`src/rtl/sif_pkg.sv`:
```
// rtl/sif_pkg.sv - shared op/state types and default widths for the SIF XA bus
package sif_pkg;

    localparam int SIF_ADDR_W  = 8;
    localparam int SIF_DATA_W  = 16;
    localparam int SIF_TIMEOUT = 15;
    localparam int SIF_CNT_W   = 8;

    typedef enum logic [1:0] {
        OP_IDLE    = 2'b00,
        OP_READ    = 2'b01,
        OP_WRITE   = 2'b10,
        OP_ILLEGAL = 2'b11
    } sif_op_e;

    typedef enum logic [1:0] {
        ST_IDLE,
        ST_WRITE,
        ST_READ,
        ST_RESP
    } sif_state_e;

endpackage

```
`src/rtl/sif_xa_initiator_if.sv`:
```
// rtl/sif_xa_initiator_if.sv - command, XA strobe bus and response signals (SIF_XA_CHECKSUM_EN adds rsp_checksum)
interface sif_xa_if import sif_pkg::*; #(
    parameter int ADDR_W = SIF_ADDR_W,
    parameter int DATA_W = SIF_DATA_W
);
    logic              cmd_valid;
    logic              cmd_ready;
    logic [1:0]        cmd_op;
    logic [ADDR_W-1:0] cmd_addr;
    logic [DATA_W-1:0] cmd_wdata;
    logic              xa_wr_s;
    logic              xa_rd_s;
    logic [ADDR_W-1:0] xa_addr;
    logic [DATA_W-1:0] xa_data_wr;
    logic              xa_ack;
    logic [DATA_W-1:0] xa_data_rd;
    logic              rsp_valid;
    logic              rsp_ready;
    logic [DATA_W-1:0] rsp_data;
    logic              rsp_err;
`ifdef SIF_XA_CHECKSUM_EN
    logic [DATA_W-1:0] rsp_checksum;
`endif

    modport master (
        input  cmd_valid, cmd_op, cmd_addr, cmd_wdata, xa_ack, xa_data_rd, rsp_ready,
        output cmd_ready, xa_wr_s, xa_rd_s, xa_addr, xa_data_wr, rsp_valid, rsp_data, rsp_err
`ifdef SIF_XA_CHECKSUM_EN
        , output rsp_checksum
`endif
    );

    modport slave (
        output cmd_valid, cmd_op, cmd_addr, cmd_wdata, xa_ack, xa_data_rd, rsp_ready,
        input  cmd_ready, xa_wr_s, xa_rd_s, xa_addr, xa_data_wr, rsp_valid, rsp_data, rsp_err
`ifdef SIF_XA_CHECKSUM_EN
        , input rsp_checksum
`endif
    );

endinterface

```
`src/rtl/sif_xa_timer.sv`:
```
// rtl/sif_xa_timer.sv - saturating strobe-cycle counter flagging the last allowed cycle
module sif_xa_timer import sif_pkg::*; #(
    parameter int TIMEOUT = SIF_TIMEOUT
) (
    input  logic clk,
    input  logic rst,
    input  logic clear,
    input  logic enable,
    output logic expired
);
    localparam logic [SIF_CNT_W-1:0] LAST = SIF_CNT_W'(TIMEOUT - 1);

    logic [SIF_CNT_W-1:0] cnt_q;
    logic [SIF_CNT_W-1:0] cnt_d;

    always_comb begin
        cnt_d = cnt_q;
        if (clear) begin
            cnt_d = '0;
        end else if (enable && (cnt_q != '1)) begin
            cnt_d = cnt_q + 1'b1;
        end
    end

    always_ff @(posedge clk) begin
        if (rst) begin
            cnt_q <= '0;
        end else begin
            cnt_q <= cnt_d;
        end
    end

    // High during the strobe cycle that would be the TIMEOUT-th one.
    assign expired = enable && (cnt_q >= LAST);

endmodule

```
`src/rtl/sif_xa_initiator.sv`:
```
// rtl/sif_xa_initiator.sv - XA-bus initiator FSM and datapath; SIF_XA_CHECKSUM_EN enables rsp_checksum
module sif_xa_initiator import sif_pkg::*; #(
    parameter int ADDR_W  = SIF_ADDR_W,
    parameter int DATA_W  = SIF_DATA_W,
    parameter int TIMEOUT = SIF_TIMEOUT
) (
    input  logic     clk,
    input  logic     rst,
    sif_xa_if.master bus
);
    sif_state_e        state_q, state_d;
    logic              cmd_ready_q, cmd_ready_d;
    logic              wr_s_q, wr_s_d;
    logic              rd_s_q, rd_s_d;
    logic [ADDR_W-1:0] addr_q, addr_d;
    logic [DATA_W-1:0] wdata_q, wdata_d;
    logic              rsp_valid_q, rsp_valid_d;
    logic [DATA_W-1:0] rsp_data_q, rsp_data_d;
    logic              rsp_err_q, rsp_err_d;
`ifdef SIF_XA_CHECKSUM_EN
    logic [DATA_W-1:0] checksum_q, checksum_d;
`endif

    logic timer_clear;
    logic timer_enable;
    logic timer_expired;

    sif_xa_timer #(.TIMEOUT(TIMEOUT)) u_timer (
        .clk     (clk),
        .rst     (rst),
        .clear   (timer_clear),
        .enable  (timer_enable),
        .expired (timer_expired)
    );

    assign timer_enable = (state_q == ST_WRITE) || (state_q == ST_READ);

    always_comb begin
        state_d     = state_q;
        cmd_ready_d = cmd_ready_q;
        wr_s_d      = wr_s_q;
        rd_s_d      = rd_s_q;
        addr_d      = addr_q;
        wdata_d     = wdata_q;
        rsp_valid_d = rsp_valid_q;
        rsp_data_d  = rsp_data_q;
        rsp_err_d   = rsp_err_q;
        timer_clear = 1'b0;
`ifdef SIF_XA_CHECKSUM_EN
        checksum_d  = checksum_q;
`endif
        unique case (state_q)
            ST_IDLE: begin
                cmd_ready_d = 1'b1;
                if (bus.cmd_valid && cmd_ready_q) begin
                    cmd_ready_d = 1'b0;
                    addr_d      = bus.cmd_addr;
                    wdata_d     = bus.cmd_wdata;
                    timer_clear = 1'b1;
                    if (bus.cmd_op == OP_WRITE) begin
                        state_d = ST_WRITE;
                        wr_s_d  = 1'b1;
                    end else if (bus.cmd_op == OP_READ) begin
                        state_d = ST_READ;
                        rd_s_d  = 1'b1;
                    end else begin
                        // Illegal op: answer at once without touching the bus.
                        state_d     = ST_RESP;
                        rsp_valid_d = 1'b1;
                        rsp_err_d   = 1'b1;
                        rsp_data_d  = '0;
                    end
                end
            end
            ST_WRITE, ST_READ: begin
                if (bus.xa_ack) begin
                    state_d     = ST_RESP;
                    wr_s_d      = 1'b0;
                    rd_s_d      = 1'b0;
                    rsp_valid_d = 1'b1;
                    rsp_err_d   = 1'b0;
                    rsp_data_d  = (state_q == ST_READ) ? bus.xa_data_rd : '0;
`ifdef SIF_XA_CHECKSUM_EN
                    if (state_q == ST_READ) begin
                        checksum_d = checksum_q + bus.xa_data_rd;
                    end
`endif
                end else if (timer_expired) begin
                    state_d     = ST_RESP;
                    wr_s_d      = 1'b0;
                    rd_s_d      = 1'b0;
                    rsp_valid_d = 1'b1;
                    rsp_err_d   = 1'b1;
                    rsp_data_d  = '0;
                end
            end
            default: begin
                if (bus.rsp_ready) begin
                    state_d     = ST_IDLE;
                    rsp_valid_d = 1'b0;
                    cmd_ready_d = 1'b1;
                end
            end
        endcase
    end

    always_ff @(posedge clk) begin
        if (rst) begin
            state_q     <= ST_IDLE;
            cmd_ready_q <= 1'b0;
            wr_s_q      <= 1'b0;
            rd_s_q      <= 1'b0;
            addr_q      <= '0;
            wdata_q     <= '0;
            rsp_valid_q <= 1'b0;
            rsp_data_q  <= '0;
            rsp_err_q   <= 1'b0;
`ifdef SIF_XA_CHECKSUM_EN
            checksum_q  <= '0;
`endif
        end else begin
            state_q     <= state_d;
            cmd_ready_q <= cmd_ready_d;
            wr_s_q      <= wr_s_d;
            rd_s_q      <= rd_s_d;
            addr_q      <= addr_d;
            wdata_q     <= wdata_d;
            rsp_valid_q <= rsp_valid_d;
            rsp_data_q  <= rsp_data_d;
            rsp_err_q   <= rsp_err_d;
`ifdef SIF_XA_CHECKSUM_EN
            checksum_q  <= checksum_d;
`endif
        end
    end

    assign bus.cmd_ready  = cmd_ready_q;
    assign bus.xa_wr_s    = wr_s_q;
    assign bus.xa_rd_s    = rd_s_q;
    assign bus.xa_addr    = addr_q;
    assign bus.xa_data_wr = wdata_q;
    assign bus.rsp_valid  = rsp_valid_q;
    assign bus.rsp_data   = rsp_data_q;
    assign bus.rsp_err    = rsp_err_q;
`ifdef SIF_XA_CHECKSUM_EN
    assign bus.rsp_checksum = checksum_q;
`endif

endmodule

```
`src/flat_wrapper.sv`:
```
// flat-port wrapper written by rule: the top's interface ports become plain ports
module sif_xa_initiator_flat import sif_pkg::*;
#(
    parameter int ADDR_W  = SIF_ADDR_W,
    parameter int DATA_W  = SIF_DATA_W,
    parameter int TIMEOUT = SIF_TIMEOUT
)
  (clk, rst, bus_cmd_valid, bus_cmd_op, bus_cmd_addr, bus_cmd_wdata, bus_xa_ack, bus_xa_data_rd, bus_rsp_ready, bus_cmd_ready, bus_xa_wr_s, bus_xa_rd_s, bus_xa_addr, bus_xa_data_wr, bus_rsp_valid, bus_rsp_data, bus_rsp_err);
  sif_xa_if #(.ADDR_W(ADDR_W), .DATA_W(DATA_W)) bus_i ();
  input  logic clk;
  input  logic rst;
  input wire logic [$bits(bus_i.cmd_valid)-1:0] bus_cmd_valid;
  input wire logic [$bits(bus_i.cmd_op)-1:0] bus_cmd_op;
  input wire logic [$bits(bus_i.cmd_addr)-1:0] bus_cmd_addr;
  input wire logic [$bits(bus_i.cmd_wdata)-1:0] bus_cmd_wdata;
  input wire logic [$bits(bus_i.xa_ack)-1:0] bus_xa_ack;
  input wire logic [$bits(bus_i.xa_data_rd)-1:0] bus_xa_data_rd;
  input wire logic [$bits(bus_i.rsp_ready)-1:0] bus_rsp_ready;
  output wire logic [$bits(bus_i.cmd_ready)-1:0] bus_cmd_ready;
  output wire logic [$bits(bus_i.xa_wr_s)-1:0] bus_xa_wr_s;
  output wire logic [$bits(bus_i.xa_rd_s)-1:0] bus_xa_rd_s;
  output wire logic [$bits(bus_i.xa_addr)-1:0] bus_xa_addr;
  output wire logic [$bits(bus_i.xa_data_wr)-1:0] bus_xa_data_wr;
  output wire logic [$bits(bus_i.rsp_valid)-1:0] bus_rsp_valid;
  output wire logic [$bits(bus_i.rsp_data)-1:0] bus_rsp_data;
  output wire logic [$bits(bus_i.rsp_err)-1:0] bus_rsp_err;
  assign bus_i.cmd_valid = bus_cmd_valid;
  assign bus_i.cmd_op = bus_cmd_op;
  assign bus_i.cmd_addr = bus_cmd_addr;
  assign bus_i.cmd_wdata = bus_cmd_wdata;
  assign bus_i.xa_ack = bus_xa_ack;
  assign bus_i.xa_data_rd = bus_xa_data_rd;
  assign bus_i.rsp_ready = bus_rsp_ready;
  assign bus_cmd_ready = bus_i.cmd_ready;
  assign bus_xa_wr_s = bus_i.xa_wr_s;
  assign bus_xa_rd_s = bus_i.xa_rd_s;
  assign bus_xa_addr = bus_i.xa_addr;
  assign bus_xa_data_wr = bus_i.xa_data_wr;
  assign bus_rsp_valid = bus_i.rsp_valid;
  assign bus_rsp_data = bus_i.rsp_data;
  assign bus_rsp_err = bus_i.rsp_err;
  sif_xa_initiator #(.ADDR_W(ADDR_W), .DATA_W(DATA_W), .TIMEOUT(TIMEOUT)) u_core (.clk(clk), .rst(rst), .bus(bus_i));
endmodule
```
`config.mk`:
```
export PLATFORM = sky130hd
export DESIGN_NAME = sif_xa_initiator_flat
export DESIGN_NICKNAME = d
export VERILOG_FILES = /design/src/rtl/sif_pkg.sv /design/src/rtl/sif_xa_initiator_if.sv /design/src/rtl/sif_xa_timer.sv /design/src/rtl/sif_xa_initiator.sv /design/src/flat_wrapper.sv
export SDC_FILE = /design/constraint.sdc
export NUM_CORES = 1
export LEC_CHECK = 0
export CAP_MARGIN = 15
export CORE_AREA = 2 2 81 83
export CTS_CLUSTER_SIZE = 28
export DETAILED_ROUTE_END_ITERATION = 6
export DIE_AREA = 0 0 83 85
export PLACE_DENSITY = 0.76
export RECOVER_POWER = 50
export REMOVE_ABC_BUFFERS = 1
export SYNTH_ARGS = -nofsm -noshare
export SYNTH_HDL_FRONTEND = slang
export SYNTH_SLANG_ARGS = --single-unit
export TNS_END_PERCENT = 5
```
`constraint.sdc`:
```
create_clock -name clk -period 1.6 [get_ports clk]
set_input_delay 0.32 -clock clk [delete_from_list [all_inputs] [get_ports clk]]
set_output_delay 0.32 -clock clk [all_outputs]
set_load 0.1 [all_outputs]
```
# Word-level counts from Yosys, hierarchy flattened
# Cells that the tools add are included.
word_totals:
  register_bits: 55
  inputBits: 47
  out_inout_bits: 45
  word_cells: 78
op_classes:
  addsub: 1
  magnitude_cmp: 1
  n_eq_ne: 11
  n_mux: 37
  bitwise_logic: 1
  reduce_logical: 17
ops:
  columns: ["operator", "count"]
  rows:
  - ["$mux W16", 6]
  - ["$pmux W16 S2", 1]
  - ["$mux W1", 19]
  - ["$reduce_and A5 Y1", 3]
  - ["$mux W2", 5]
  - ["$pmux W1 S2", 5]
  - ["$add A8 B1 Y8 const B", 1]
  - ["$ge A8 B4 Y1 const B", 1]
  - ["$ne A8 B8 Y1 const B", 1]
  - ["$ne A2 B1 Y1 const B", 3]
  - ["$eq A2 B1 Y1 const B", 2]
  - ["$eq A2 B2 Y1 const B", 2]
  - ["$ne A2 B2 Y1 const B", 2]
  - ["$pmux W2 S2", 1]
  - ["$reduce_and A2 Y1", 2]
  - ["$reduce_and A4 Y1", 1]
  - ["$reduce_bool A2 Y1", 2]
  - ["$reduce_or A2 Y1", 2]
  - ["$logic_and A1 B1 Y1", 3]
  - ["$ne A3 B2 Y1 const B", 1]
  - ["$reduce_and A3 Y1", 1]
  - ["$reduce_bool A3 Y1", 1]
  - ["$logic_not A2 Y1", 1]
  - ["$logic_or A1 B1 Y1", 1]
  - ["$not A1 Y1", 1]

# Longest topological paths before layout
# Gate-level depths: netlist (run 1).
logic_depth:
  word_depth: 6
  mapped_depth: 7
  depth_no_buf: 6

# Hierarchy
# A second synthesis (run 1) with hierarchy kept.
hier_totals:
  cells_unflattened: 280
  area_unflattened_um2: 2357.3
modules_own_cells:
  columns: ["mod", "instances", "cells_per_inst", "area_per_inst_um2", "seq_area_each_um2"]
  rows:
  - ["sif_xa_initiator", 1, 225, 1880.6, 940.9]
  - ["sif_xa_timer", 1, 55, 476.7, 160.2]

# Least setup slack after synthesis (run 1)
# Ideal clock, no wire load.
synth_path:
  path_kind: "flip-flop to flip-flop"
  from: "register u_core.cmd_ready_q, in the netlist u_core.bus.cmd_ready"
  to: "register u_core.u_timer.cnt_q[5]"
  setup_time_ps: 123
  t_arrival_ps: 2071
  t_required_ps: 1477
  slack_ps: -594
  stages_incl_launch_ff: 6
  n_path_buf: 1
  synth_period_minus_slack_ps: 2194
  path_cell_list: "dfxtp_1 -> nand3_2 -> nand2b_1 -> clkbuf_1 -> nor2_1 -> mux2_1"
synth_via:
  elab_chain_cells: 4
synth_lines:
  columns: ["item", "line", "text"]
  rows:
  - ["start: declaration", "sif_xa_initiator.sv:12", "logic cmd_ready_q, cmd_ready_d;"]
  - ["start signal: assignment", "sif_xa_initiator.sv:123", "cmd_ready_q <= cmd_ready_d;"]
  - ["$logic_and A1 B1 Y1", "sif_xa_initiator.sv:55", "if (bus.cmd_valid && cmd_ready_q) begin"]
  - ["$mux W1", "sif_xa_initiator.sv:55", null]
  - ["$mux W1", "sif_xa_initiator.sv:52", "unique case (state_q)"]
  - ["$reduce_or A2 Y1 (no line)", null, null]
  - ["end signal: assignment", "sif_xa_timer.sv:29", "cnt_q <= cnt_d;"]
  - ["end: declaration", "sif_xa_timer.sv:13", "logic [SIF_CNT_W-1:0] cnt_q;"]
# No other way between the ends.
# A chain may end at the register's enable or synchronous reset.

# Final worst setup path (run 1)
layout_path:
  from: "register u_core.state_q[0]"
  to: "register u_core.rd_s_q, in the netlist u_core.bus.xa_rd_s"
layout_via:
  elab_chain_cells: 5
  elab_cells_between_ends: 13
  cone_classes: "eq/ne (6); mux (1); reduce/logical (6)"
layout_lines:
  columns: ["item", "line", "text"]
  rows:
  - ["start: declaration", "sif_xa_initiator.sv:11", "sif_state_e state_q, state_d;"]
  - ["start signal: assignment", "sif_xa_initiator.sv:122", "state_q <= state_d;"]
  - ["$eq A2 B1 Y1 / $eq A2 B2 Y1 (equally long branches)", "sif_xa_initiator.sv:36, sif_xa_initiator.sv:52", null]
  - ["$logic_or A1 B1 Y1", "sif_xa_initiator.sv:36", "assign timer_enable = (state_q == ST_WRITE) || (state_q == ST_READ);"]
  - ["$logic_and A1 B1 Y1", "sif_xa_timer.sv:34", "assign expired = enable && (cnt_q >= LAST);"]
  - ["$ne A3 B2 Y1 (no line)", null, null]
  - ["$reduce_and A5 Y1 (no line)", null, null]
  - ["end signal: assignment", "sif_xa_initiator.sv:125", "rd_s_q <= rd_s_d;"]
  - ["end: declaration", "sif_xa_initiator.sv:14", "logic rd_s_q, rd_s_d;"]
# Parallel ways exist; a longest one is shown, timed or not.

==> metrics.md, run 1 <==
| Metric | Value |
|---|---|
| DR vias | `~2300` |
| Multi-input logic area | `roughly 1300 sq um` |
| Final setup viols | `0` |
| HP Class | `flip-flop to flip-flop` |
| # fillers | `between 500 and 600` |
| Clock transition at the registers of the reported paths | `0.10 ns` |
| Initial antenna violation count | `0` |
| Yosys Warn Count | `0` |
| Library cells used by synthesis | `40` |
| Gr ovfl total | `0` |
| Area leader, netlist | `dfxtp_1` |
| FF/Latch Area | `about 1100 sq um` |
| VDD IR max | `631 uV` |
| Final Hold Vio Count | `0` |
| GRT Resource Usage Total | `17.8%` |
| Rel. slew slack | `63.1%` |
| Final hold slack | `approximately 0.46 ns` |
| Layout Skew | `0.0127 ns` |
| Post-layout util | `a little under three fifths` |
| WP data required | `about 1.8 ns` |
| Initial Utilization | `39.1%` |
| Layout cell share with drive strength beyond 1 | `between 20 and 25%` |
| Post-Syn Area | `about 2400 sq um` |
| Number of global-route vias before repair | `between 2000 and 2500` |
| Worst-path cell chain | `inv_2 > ha_4 > nor2b_4 > nand3_2 > buf_4 > a311oi_1` |
| Fmax | `roughly 650 MHz` |
| Die Wd | `between 80 and 90 um` |
| Ports | `92` |
| Slowest CP cell | `dfxtp_2` |
| H-Tree Depth | `2` |
| Top FF cell, synth | `dfxtp_1` |
| MaxCap Viol Count | `0` |
| Crit path from | `u_core.state_q[0]` |
| Clock sink count | `55` |
| Initial DRC count | `a little over 90` |
| Critical Path AT | `~1.7 ns` |
| Worst slew pin tran | `approximately 0.56 ns` |
| Number of remaining DRC errors | `0` |
| Area growth from synthesis to layout | `44.8%` |
| Final period util | `between 90% and 100%` |
| Post-Syn Instances | `around 280` |
| Placeable Area | `6200 sq um` |
| Post-route ant nets | `0` |
| Dpl hpwl | `between 4000 and 5000 um` |
| Syn avg cell area | `around 9 sq um` |
| Hold_sp | `u_core.bus.xa_data_wr[10]` |
| Final min period | `roughly 1.5 ns` |
| RSZ-0062 raised after global routing | `true` |
| TritonRoute pass-1 iters | `4` |
| Crit start category | `flip-flop` |
| Power Dens Cells | `between 1000 and 1500 nW/um^2` |
| # port buffers | `a little over 90` |
| Worst path max stage delay | `between 0.3 and 0.4 ns` |
| Routed len/inst | `around 14 um` |
| Ranking of synthesized cells by area | `dfxtp_1, nand2_1, mux2i_1` |
| Avg Vias per Cell | `4.95` |
| CTS tree | `yes` |
| Die Height | `~85 um` |
| Async set-reset flop share out of synthesis | `0%` |
| Final Cell Area | `between 3000 and 4000 sq um` |
| Overall die area | `between 7000 and 8000 sq um` |
| Yosys reg bits | `between 50 and 60` |
| Root buf cell | `clkbuf_8` |
| Final net count | `around 440` |
| RR Startpoint | `u_core.state_q[0]` |
| WL final | `about 6300 um` |
| Setup crit end kind | `flip-flop` |
| Critical path type | `flip-flop to flip-flop` |
| DP Area | `4020 sq um` |
| Max Slew Vio Count | `0` |
| Global-route wire length before repair | `a little over 10000 um` |
| Largest net degree at the start of global routing | `25` |
| Sequential share of the synthesized area | `a little under half` |
| CP Max Fanout | `5` |
| Total clock buffers created by CTS | `5` |
| Number of antenna diodes | `0` |
| Final RePlAce weighted congestion | `0.887` |
| Outcome | `complete, no violations` |
| Leakage power total | `between 1 and 1.5 nW` |
| Postcts setup bufs | `0` |
| Yosys top cell area share | `a little under half` |
| Std cell rows | `29` |
| Post-synth EDFFs | `0` |
| Clk_lat worst skew | `between 0.3 and 0.4 ns` |
| Max clock buf depth | `2` |
==> state kept, by name (all words and copies together), names as in the netlist <==
signal / flops
u_core.bus.rsp_err: 1
u_core.bus.cmd_ready: 1
u_core.u_timer.cnt_q: 8
u_core.state_q: 2
u_core.bus.xa_addr: 8
u_core.bus.xa_data_wr: 16
u_core.bus.rsp_valid: 1
u_core.bus.rsp_data: 16
u_core.bus.xa_wr_s: 1
u_core.bus.xa_rd_s: 1
==> cell families after synthesis <==
kind of cell	count (synthesis)	share of synthesized area, %
simple gates	119	23.7
flops	55	45.4
compound gates	52	14.1
buf+inv	22	4.34
mux	17	7.07
xor+xnor	6	2.17
fa+ha+maj	6	3.10
==> path summary, 6_finish.rpt <==
kind | end | slack, ns | cells after the start
worst max-delay path | u_core.bus.xa_rd_s | 0.07 | 6
worst min-delay path | u_core.bus.xa_data_wr[10] | 0.46 | 2
worst max register to register | u_core.bus.xa_rd_s | 0.07 | 6
worst min register to register | u_core.bus.xa_data_wr[10] | 0.46 | 2
==> layout by cell type, fill, tap and decap left out, drive strengths merged, types with 6 or more instances in the layout <==
| master | Yosys | layout |
|---|---|---|
| nor2 | 13 | 13 |
| clkdlybuf4s50 | 0 | 46 |
| nand2b | 19 | 19 |
| nand2 | 69 | 69 |
| dfxtp | 55 | 55 |
| buf | 6 | 43 |
| ha | 6 | 6 |
| inv | 6 | 8 |
| mux2i | 16 | 16 |
| a21oi | 30 | 30 |
| clkbuf | 10 | 32 |
==> critical path: cells and delay by family (launching register included) <==
family          cells  cell delay, ns
simple gates        2            0.30
flops               1            0.35
fa+ha+maj           1            0.29
compound gates      1            0.25
buf+inv             2            0.24
==> per-stage QoR <==
step / instances / TNS, ns / worst slack [ns] / total power, mW
finish: 462 / 0 / 0.0717 / 4.89
detailed placement: 454 / -3.39 / -0.204 / 4.48
global route: 462 / -0.00824 / -0.00824 / 5.12
floorplan: 261 / -29.39 / -0.857 / 3.29
CTS: 462 / 0 / 0.0119 / 5.33
global placement: 454 / -2.38 / -0.143 / 4.43
==> routing by layer <==
layer / share of wire (%) / wire (um) / vias to the layer above / track usage, %
li1: - / - / 1148 / -
met1: 45 / 2850 / 1058 / 21.6
met2: 49 / 3090 / 74 / 30.9
met3: 4.4 / 276 / 8 / 3.60
met4: 1.8 / 114 / 0 / 7.30
met5: 0 / 0 / - / 0
==> power by group <==
part	switching, mW	total, mW	internal [mW]
clock network	0.472	0.790	0.318
registers	0.105	1.64	1.53
logic	1.70	2.46	0.768
==> final cells by class <==
type                       instances  area share [%]
inverter                           6           0.642
clock buffer                       5            1.96
tap                               77            2.75
sequential                        55            31.5
timing repair buffer             116            26.5
multi-input combinational        200            36.1
clock inverter                     3           0.642
==> synthesized netlist by cell type, drive strengths merged, types with 2 or more instances <==
library cell  count
a211oi            2
a21o              2
a21oi            30
a311oi            4
a31oi             3
and3              2
buf               6
clkbuf           10
dfxtp            55
ha                6
inv               6
mux2i            16
nand2            69
nand2b           19
nand3             5
nand4             3
nor2             13
nor4              2
o21ai             2
o21bai            2
o22ai             2
o31ai             2
xnor2             5
==> timing repair <==
| action | CTS | global route |
|---|---|---|
| endpoints found under the setup margin | 23 | 23 |
| gates cloned | 0 | 0 |
| pin swaps | 0 | 4 |
| gates resized for setup | 4 | 8 |
| hold buffers | 0 | 0 |
(Power assumes the default switching activity.)
==> inputs of run 2 (changes only) <==
Settings changed: PLACE_DENSITY 0.76 to 0.73.
==> run 2 against run 1 <==
Against the previous run:
- die area is the same
- combinational power is essentially flat
- via count shrank 0.39%
- hold slack gained 0.0011 ns
- total power grew 4.3%
- sequential power is essentially flat
- worst setup slack lost 0.0076 ns
- first-iteration DRC count shrank 15%
- final cell count grew 0.65%
- flip-flop and latch count is the same
- critical path type unchanged
- largest cell class unchanged
==> metrics.md, run 2 (same netlist as run 1, synthesis figures left out) <==
| Metric | Value |
|---|---|
| Outcome | `complete, no violations (unchanged)` |
| Number of remaining DRC errors | `0 (unchanged)` |
| Final net count | `440 (was 437)` |
| Initial Utilization | `39.1% (unchanged)` |
| Ports | `92 (unchanged)` |
| Initial DRC count | `79 (was 93)` |
| Switching pwr | `2.27 mW (about the same)` |
| H-Tree Depth | `2 (unchanged)` |
| TritonRoute pass-1 iters | `4 (unchanged)` |
| Area growth from synthesis to layout | `47.2% (was 44.8%)` |
| Std cell rows | `29 (unchanged)` |
| Final period util | `96.0% (was 95.5%)` |
| Worst slew pin tran | `0.560 ns (was 0.556 ns)` |
| Final Hold Vio Count | `0 (unchanged)` |
| Initial antenna violation count | `0 (unchanged)` |
| Layout Skew | `0.00831 ns (was 0.0127 ns)` |
| Sequential Power Share | `32.4% (was 33.5%)` |
| Post-route ant nets | `0 (unchanged)` |
| Die Height | `85 um (unchanged)` |
| MaxCap Viol Count | `0 (unchanged)` |
| CTS tree | `yes (unchanged)` |
| Placeable Area | `6200 sq um (unchanged)` |
| CP bufs+invs | `2 (unchanged)` |
| Commonest non-fill, non-tap cell in the layout | `nand2_1 (unchanged)` |
| Worst-path cell chain | `inv_2 > ha_4 > nor2b_4 > nand3_4 > buf_4 > a311oi_1 (was inv_2 > ha_4 > nor2b_4 > nand3_2 > buf_4 > a311oi_1)` |
| Max Slew Vio Count | `0 (unchanged)` |
| Rel. slew slack | `62.8% (was 63.1%)` |
| DP Area | `4030 sq um (was 4020 sq um)` |
| Largest net degree at the start of global routing | `33 (was 25)` |
| Slowest CP cell | `dfxtp_2 (unchanged)` |
| # port buffers | `91 (unchanged)` |
| Most frequent cells in the layout | `nand2_1, dfxtp_1, clkdlybuf4s50_1 (unchanged)` |
| Worst path max stage delay | `0.34 ns (was 0.35 ns)` |
| HP Class | `flip-flop to flip-flop (unchanged)` |
| Delay-heaviest family, CP | `flip-flops (unchanged)` |
| R2R Setup Slk | `0.06 ns (was 0.07 ns)` |
| Setup crit end kind | `flip-flop (unchanged)` |
| Crit start category | `flip-flop (unchanged)` |
| Root buf cell | `clkbuf_8 (unchanged)` |
| Fmax | `651 MHz (was 654 MHz)` |
| Avg Vias per Cell | `4.90 (was 4.95)` |
| Total clock buffers created by CTS | `5 (unchanged)` |
| Combinational share of power | `48.8% (was 50.4%)` |
| Overall die area | `7060 sq um (unchanged)` |
| Dpl hpwl | `4610 um (about the same)` |
| Final RePlAce weighted congestion | `0.902 (was 0.887)` |
| Final Worst Setup Slack | `0.0641 ns (was 0.0717 ns)` |
| Final hold slack | `0.458 ns (was 0.457 ns)` |
| GRT Resource Usage Total | `17.5% (was 17.8%)` |
| Clock transition at the registers of the reported paths | `0.10 ns (about the same)` |
| Final Cell Area | `3570 sq um (was 3510 sq um)` |
| Max clock buf depth | `2 (unchanged)` |
| Clock power frac | `18.9% (was 16.1%)` |
| Clock sink count | `55 (unchanged)` |
| Post-Place Setup Slack | `-0.212 ns (was -0.204 ns)` |
| WP data required | `1.82 ns (was 1.81 ns)` |
| Int Pwr | `2.83 mW (was 2.62 mW)` |
| Critical path type | `flip-flop to flip-flop (unchanged)` |
| Critical Path AT | `1.75 ns (was 1.74 ns)` |
| Layout cell share with drive strength beyond 1 | `26.8% (was 24.7%)` |
| Global-route wire length before repair | `10300 um (was 10400 um)` |
| Clk_lat worst skew | `0.31 ns (about the same)` |
| Routed len/inst | `13.6 um (was 13.7 um)` |
| Gr ovfl total | `0 (unchanged)` |
| Final min period | `1.54 ns (was 1.53 ns)` |
| CP Max Fanout | `7 (was 5)` |
| Number of global-route vias before repair | `2340 (was 2213)` |
| Final setup viols | `0 (unchanged)` |
| Die Wd | `83 um (unchanged)` |
| WL final | `6310 um (was 6330 um)` |
| VDD IR max | `1010 uV (was 631 uV)` |
| Number of antenna diodes | `0 (unchanged)` |
| Postcts setup bufs | `0 (unchanged)` |
| DR vias | `2279 (was 2288)` |
| Leakage power total | `1.51 nW (was 1.49 nW)` |
| Power Dens Cells | `1430 nW/um^2 (was 1390 nW/um^2)` |
| Sw frac | `44.5% (was 46.5%)` |
[run 2: cell count changes in the layout (fill, tap and decap cells not counted), moves of 2 or more]
cell and change:
o31ai_1 -2, buf_4 +4, o31ai_2 +2, clkbuf_2 +6, buf_2 -6, buf_12 -2
[run 2: repair_timing]
action / in CTS / in global routing
endpoints found under the setup margin: 27 / 27
gates resized for setup: 5 / 15
gates cloned: 0 / 0
hold buffers: 0 / 0
pin swaps: 0 / 6
[run 2: cell type report]
class	count	area, sq um
well taps	77	96.3
flip-flops and latches	55	1100
inverters	6	22.5
fillers	535	2640
clock inverters	2	38.8
repair buffers	119	927
multi-input cells	200	1300
clock buffers	6	82.6
[run 2: power by group through the flow]
stage	Combinational (mW)	Clock, mW	Sequential [mW]
detailed placement	2.77	0	1.74
finish	2.49	0.962	1.65
global route	2.62	1.04	1.67
floorplan	0.636	0	2.65
CTS	2.83	0.987	1.71
global placement	2.74	0	1.74
[run 2: tightest hold or removal path, stage by stage, from the launching register on]
cell and delay [ns]:
dfxtp_1 0.32, nand2_1 0.05, a21oi_1 0.05
[run 2: path summary, 6_finish.rpt]
path                          from                     to  cells past startpoint
max              u_core.state_q[0]     u_core.bus.xa_rd_s                      6
min          u_core.bus.xa_addr[0]  u_core.bus.xa_addr[0]                      2
max reg2reg      u_core.state_q[0]     u_core.bus.xa_rd_s                      6
min reg2reg  u_core.bus.xa_addr[0]  u_core.bus.xa_addr[0]                      2
[run 2: per-stage QoR]
stage	utilization (%)	cells	setup TNS, ns	power (mW)
floorplan	-	261	-29.39	3.29
detailed placement	65.0	457	-3.83	4.51
finish	57.5	465	0	5.10
CTS	67.4	465	0	5.53
global placement	65.0	457	-2.56	4.48
global route	57.5	465	-0.0212	5.33
[run 2: layer usage]
| metal | vias to the layer above | part of all wire (%) | global-route usage, % |
|---|---|---|---|
| li1 | 1155 | - | - |
| met1 | 1037 | 44 | 20.8 |
| met2 | 79 | 49 | 30.4 |
| met3 | 8 | 6.2 | 5.84 |
| met4 | 0 | 1.3 | 4.92 |
| met5 | - | 0 | 0 |
